## src/rtl/adder_operand_loader.sv

```systemverilog
// Operand loader for the wide adder stage: assembles a/b from narrow beats,
// least-significant word first, and offers each finished pair over valid/ready.
module adder_operand_loader #(
    parameter  int ADDER_WIDTH = 117,
    parameter  int WORD_W      = 32,
    localparam int NUM_WORDS   = (ADDER_WIDTH + WORD_W - 1) / WORD_W,
    localparam int IDX_W       = (NUM_WORDS > 1) ? $clog2(NUM_WORDS) : 1
) (
    input  logic                   clk,
    input  logic                   rst_n,
    input  logic                   flush,
    input  logic                   in_valid,
    output logic                   in_ready,
    input  logic [WORD_W-1:0]      in_a_word,
    input  logic [WORD_W-1:0]      in_b_word,
    output logic                   out_valid,
    input  logic                   out_ready,
    output logic [ADDER_WIDTH-1:0] a,
    output logic [ADDER_WIDTH-1:0] b,
    output logic [IDX_W-1:0]       word_idx
);

    typedef enum logic {
        LOAD = 1'b0,
        HOLD = 1'b1
    } state_t;

    localparam logic [IDX_W-1:0] LAST_IDX = IDX_W'(NUM_WORDS - 1);

    state_t state, state_next;
    logic   beat_accept;
    logic   last_beat;

    // flush outranks both a same-cycle beat and a same-cycle output handshake.
    assign beat_accept = in_valid & in_ready & ~flush;
    assign last_beat   = (word_idx == LAST_IDX);

    // NOTE: sequential state uses non-blocking (<=) so every register samples
    // pre-edge values; blocking here would create order-dependent simulation.
    always_ff @(posedge clk or negedge rst_n) begin
        if (!rst_n) begin
            state <= LOAD;
        end else begin
            state <= state_next;
        end
    end

    // NOTE: default assignment first, so no path through the block leaves
    // state_next unassigned and no latch is inferred.
    always_comb begin
        state_next = state;
        if (flush) begin
            state_next = LOAD;
        end else begin
            case (state)
                LOAD:    if (beat_accept && last_beat) state_next = HOLD;
                HOLD:    if (out_ready)                state_next = LOAD;
                default: state_next = LOAD;
            endcase
        end
    end

    // Decoding from state keeps out_valid glitch-free and lets the async reset
    // drop it immediately, without waiting for an edge.
    always_comb begin
        in_ready  = (state == LOAD);
        out_valid = (state == HOLD);
    end

    always_ff @(posedge clk or negedge rst_n) begin
        if (!rst_n) begin
            word_idx <= '0;
        end else if (flush) begin
            word_idx <= '0;
        end else if (beat_accept) begin
            word_idx <= last_beat ? '0 : word_idx + IDX_W'(1);
        end
    end

    // One register slice per beat; the top slice is narrower, so surplus beat
    // bits of the final word have nowhere to land.
    for (genvar g = 0; g < NUM_WORDS; g++) begin : g_seg
        localparam int LO    = g * WORD_W;
        localparam int SEG_W = (g == NUM_WORDS - 1) ? (ADDER_WIDTH - LO) : WORD_W;

        logic [SEG_W-1:0] a_seg;
        logic [SEG_W-1:0] b_seg;

        always_ff @(posedge clk or negedge rst_n) begin
            if (!rst_n) begin
                a_seg <= '0;
                b_seg <= '0;
            end else if (beat_accept && (word_idx == IDX_W'(g))) begin
                a_seg <= in_a_word[SEG_W-1:0];
                b_seg <= in_b_word[SEG_W-1:0];
            end
        end

        assign a[LO +: SEG_W] = a_seg;
        assign b[LO +: SEG_W] = b_seg;
    end

endmodule

```

## config.mk

```make
export PLATFORM = sky130hd
export DESIGN_NAME = adder_operand_loader
export DESIGN_NICKNAME = d
export VERILOG_FILES = /design/src/rtl/adder_operand_loader.sv
export SDC_FILE = /design/constraint.sdc
export NUM_CORES = 1
export LEC_CHECK = 0
export BUFFER_PORTS_ARGS = -buffer_cell sky130_fd_sc_hd__buf_2
export CAP_MARGIN = 20
export CORE_MARGIN = 5
export CORE_UTILIZATION = 50
export CTS_CLUSTER_DIAMETER = 30
export DETAILED_ROUTE_END_ITERATION = 8
export GPL_ROUTABILITY_DRIVEN = 0
export GPL_TIMING_DRIVEN = 0
export PLACE_DENSITY = 0.8
export SYNTH_ARGS = -nofsm -noshare
export SYNTH_HDL_FRONTEND = slang
export SYNTH_SLANG_ARGS = --single-unit
```

## constraint.sdc

```tcl
create_clock -name clk -period 2.2 [get_ports clk]
set_input_delay 0 -clock clk [delete_from_list [all_inputs] [get_ports clk]]
set_output_delay 0 -clock clk [all_outputs]
set_load 0.03 [all_outputs]
```

-- Word-level counts from Yosys, hierarchy flattened
Cells that the tools add are included.
- $add $sub $neg: 1
- multipliers: 0
- div/mod/pow operators: 0
- order comparisons: 0
- equal/unequal tests: 3
- shifts and indexed selects: 0
- mux-type cells: 7
- bitwise logic cells: 4
- reductions and logical operators: 6
- operators with widths (cell ; count):
    2-bit 2-to-1 mux ; 3
    2-bit == test (second input constant) ; 2
    1-bit logical AND ; 4
    1-bit 2-to-1 mux ; 3
    2-bit by 1-bit adder with 2-bit output (second input constant) ; 1
    1-bit AND ; 2
    2-bit by 1-bit == test with 1-bit output (second input constant) ; 1
    2-bit zero test ; 1
    1-bit NOT ; 2
    1-bit one-hot mux with 2 select lines ; 1
    2-bit nonzero test ; 1
- flip-flop bits (word level): 237
- latch bits: 0
- memory bits (writable): 0
- memory bits (read-only): 0
- bits of input ports: 69
- output and inout bits: 238
- word-level logic and storage cells: 31
- memories: 0

-- Longest topological paths before layout
- depth in word-level cells: 7
- mapped depth: 6
- mapped depth without buffers: 4

-- Worst setup path after synthesis
Ideal clock, no wire load.
- path type: register to register
- from: register word_idx[0]
- to: register g_seg[3].b_seg[10]
- setup time: 125 ps
- arrival: 1648 ps
- required time: 2075 ps
- path slack: 427 ps
- stages on the path, launching flop included: 5
- path buffers: 1
- period minus slack after synthesis: 1773 ps
- cells stage by stage: dfrtp_1 > ha_1 > nor3b_4 > buf_6 > mux2_2
- word-level cells in the longest chain between the ends: 2
- ends and longest elaborated chain (element ; RTL line ; text):
    start, declared ; 20 ; output logic [IDX_W-1:0] word_idx
    start signal, assigned ; 76 ; word_idx <= last_beat ? '0 : word_idx + IDX_W'(1);
    2-bit == test ; 93 ; end else if (beat_accept && (word_idx == IDX_W'(g))) begin
    1-bit logical AND ; 93 ;
    end signal, assigned ; 95 ; b_seg <= in_b_word[SEG_W-1:0];
    end, declared ; 87 ; logic [SEG_W-1:0] b_seg;
Every way passes these cells.
A chain may end at the register's enable or synchronous reset.

-- Worst setup path after layout
- from: register state, in the netlist out_valid
- to: register g_seg[3].b_seg[1]
- word-level cells in the longest chain between the ends: 4
- ends and longest elaborated chain (element ; RTL line ; text):
    start, declared ; 30 ; state_t state, state_next;
    start signal, assigned ; 44 ; state <= state_next;
    1-bit NOT ; 66 ; in_ready = (state == LOAD);
    1-bit AND (2 in series) ; 35 ; assign beat_accept = in_valid & in_ready & ~flush;
    1-bit logical AND ; 93 ;
Every way passes these cells.

==> results.yml <==
power_and_ir_drop:
  pwr-share-clk: 0.376
  internal_power_mw: 12.72
  powerDensity_mw_per_mm2: 1475
  switchingPower_mw: 6.744
  p_comb_frac: 0.301
  peakVddDrop_mv: 1.104
  sequentialPowerShare: 0.323
  switching_share: 0.3465
  cellLeakagePower_nw: 6.574
global_route:
  grt_pass1_wl_um: 36850
  grt_util_met1: 0.2503
  track_usage: 0.2277
  use_met2: 0.4062
  grt_max_degree: 124
  grt_pass1_vias: 6683
  antenna_found_initial: 0
  use_met3: 0.06647
  grt-busiest-layer: "met2"
  overflow: 0
yosys:
  synth_commonest_cells: "dfrtp_1, mux2_2, buf_6, mux2_1"
  synthFlopType: "dfrtp_1"
  ys_seq_area_frac: 0.6565
  synth_area_mm2: 0.009034
  synthTopCellsByArea: "dfrtp_1, mux2_2, buf_6"
  syn_inst: 518
  synth.most_common_cell: "dfrtp_1"
  netlist.area_leader.share: 0.6565
  async_reset_ff_frac: 1.000
  syn_area_per_cell_um2: 17.44
  synth.distinct_cells: 14
  ys_seq_elements: 237
  synth_edf_count: 0
  yosysTopAreaCell: "dfrtp_1"
  yosysWarnings: 0
  synth_nets: 591
layout:
  syn_to_final_growth_pct: 46.12
  fin_nets: 1013
  fillers: 1063
  drive_above_1_share: 0.6608
  design_area_mm2: 0.01320
  diodes: 0
route:
  antenna_left: 0
  via_per_inst: 5.047
  first_iter_violations: 164
  drcViolationCount: 0
  first_pass_iters: 4
  post_drt_wl_per_cell_um: 19.82
  finalWirelength_um: 23830
  via_count: 6066
placement:
  port_buffers: 305
  place_area_mm2: 0.01088
  hpwlAfterDp_um: 15120
  place_worst_setup_slack_ns: 0.3479
sta:
  min_period_ns: 1.831
  drv_slew: 0
  max_freq_mhz: 546.2
  tightest_slew_ns: 0.8626
  fin_skew_ns: 0.01098
  setup_slack_ns: 0.3692
  fin_crit_sh: 0.8322
  slew_headroom: 0.4250
  finalHoldViolCount: 0
  rsz0062_at_grt: "no"
  finalSetupViolations: 0
setup_path:
  crit_path_start_kind: "register"
  critPathRequiredTime_ns: 2.59
  critPathKind: "reg -> reg"
  regToRegStartpoint: "out_valid"
  end_kind: "register"
  r2r-end: "g_seg[3].b_seg[1]"
  worst-path-max-fanout: 10
  critPathArrivalTime_ns: 2.22
  reg2reg_slack_ns: 0.37
  reg2regPathDepth: 5
floorplan:
  die_w_um: 144.4
  dieArea_mm2: 0.02086
  die_h_um: 144.4
  coreArea_mm2: 0.01790
  initial_core_util: 0.5046
  rows: 49
  io-pin-count: 307
cts:
  clock-root-buffer: "clkbuf_16"
  cts_buffers: 45
  clk-insertion-delay-late_ns: 0.52
  clk_pin_slew_ns: 0.05
  clock_path_buffers: 3
  cts.sinks: 237
  tritoncts: "built"
  h-tree-depth: 2
  post_cts_buffers: 0
worst_hold_path:
  hold_path.class: "in -> async"
outcome:
  status: "completed"
flow_run:
  max_cap_violations: 0
-- layout by cell type, fill, tap and decap left out, types with 4 or more instances in the layout --
master         synthesis  routed
inv_6                  0       4
mux2_2               229     229
clkinv_2               0       7
buf_6                 23      23
mux2_1                 5       5
buf_4                  4       4
nor2_1                 4       4
bufinv_16              0      10
dlygate4sd3_1          0      69
dfrtp_1              237     237
clkbuf_1               0       4
buf_2                  0     304
clkbuf_8               0       6
clkbuf_16              0      45
ha_1                   4       4
-- what timing repair did --
item                                    4_1_cts  5_1_grt
endpoints found under the setup margin        0        0
gates resized for setup                       0        0
hold buffers                                 69        0
endpoints found under the hold margin       351        0
-- metal layers --
layer	share of wire	wire length (um)
met5	0	0
met4	0.044	1043
met3	0.067	1604
met2	0.53	12600
met1	0.36	8578
-- worst max-delay path by stage --
stage,start,endpoint,slack (ns),depth (start not counted)
4_1_cts,out_valid,g_seg[3].b_seg[1],0.33,5
3_3_place_gp,rst_n,g_seg[1].a_seg[29],-3.00,1
6_report,out_valid,g_seg[3].b_seg[1],0.37,5
5_1_grt,word_idx[0],g_seg[3].b_seg[1],0.27,4
3_5_place_dp,out_valid,g_seg[3].b_seg[1],0.35,5
2_1_floorplan,word_idx[0],g_seg[3].b_seg[10],0.43,4
-- kinds of logic (layout without fill, tap and decap cells) --
logic type,count (synthesis),after routing,synth area share
AOI/OAI and AO/OA,1,1,0.0006930
and+or+nand+nor,10,10,0.01011
muxes,236,236,0.2939
DFF,237,237,0.6565
adders and majority gates,4,4,0.005540
buffers and inverters,30,485,0.03324
-- through the flow --
| step | power, mW | setup TNS, ns | util | hold WS [ns] | instances |
|---|---|---|---|---|---|
| 2_1_floorplan | 10.09 | 0 | - | -0.2956 | 518 |
| 3_3_place_gp | 11.90 | -706.63 | 0.6059 | 0.2578 | 1052 |
| 3_5_place_dp | 12.06 | 0 | 0.6080 | 0.1168 | 1053 |
| 4_1_cts | 19.56 | 0 | 0.7374 | 0.1838 | 1202 |
| 5_1_grt | 20.26 | 0 | 0.7374 | 0.2215 | 1202 |
| 6_report | 19.46 | 0 | 0.7374 | 0.1306 | 1202 |
-- power by group through the flow --
| stage | Sequential, mW | Clock [mW] | Combinational (mW) |
|---|---|---|---|
| after floorplan | 8.86 | 0 | 1.22 |
| after CTS | 6.27 | 7.41 | 5.88 |
| after detailed placement | 6.30 | 0 | 5.75 |
| after global placement | 6.25 | 0 | 5.66 |
| after global routing | 6.44 | 7.66 | 6.16 |
| final | 6.29 | 7.31 | 5.86 |
-- final cells by class --
class | instances | area, um2 | share of cell area
multi-input combinational | 251 | 2803 | 0.2123
inverter | 3 | 11.26 | 0.0008531
clock inverter | 25 | 401.6 | 0.03043
tap | 229 | 286.5 | 0.02171
buffer | 27 | 289.0 | 0.02190
clock buffer | 55 | 1224 | 0.09270
sequential | 237 | 5931 | 0.4493
timing repair buffer | 375 | 2255 | 0.1708
-- registers in the layout (all words and copies together), names as in the netlist --
name         count
g_seg.b_seg    117
out_valid        1
g_seg.a_seg    117
word_idx         2
-- worst max-delay path, cell delays in order, from the launching register on --
cell and delay [ns]:
dfrtp_1 0.40, nand2b_4 0.15, buf_6 0.13, nor3b_4 0.43, buf_6 0.24, mux2_2 0.35
No activity file was read; power rests on OpenSTA's default activity.
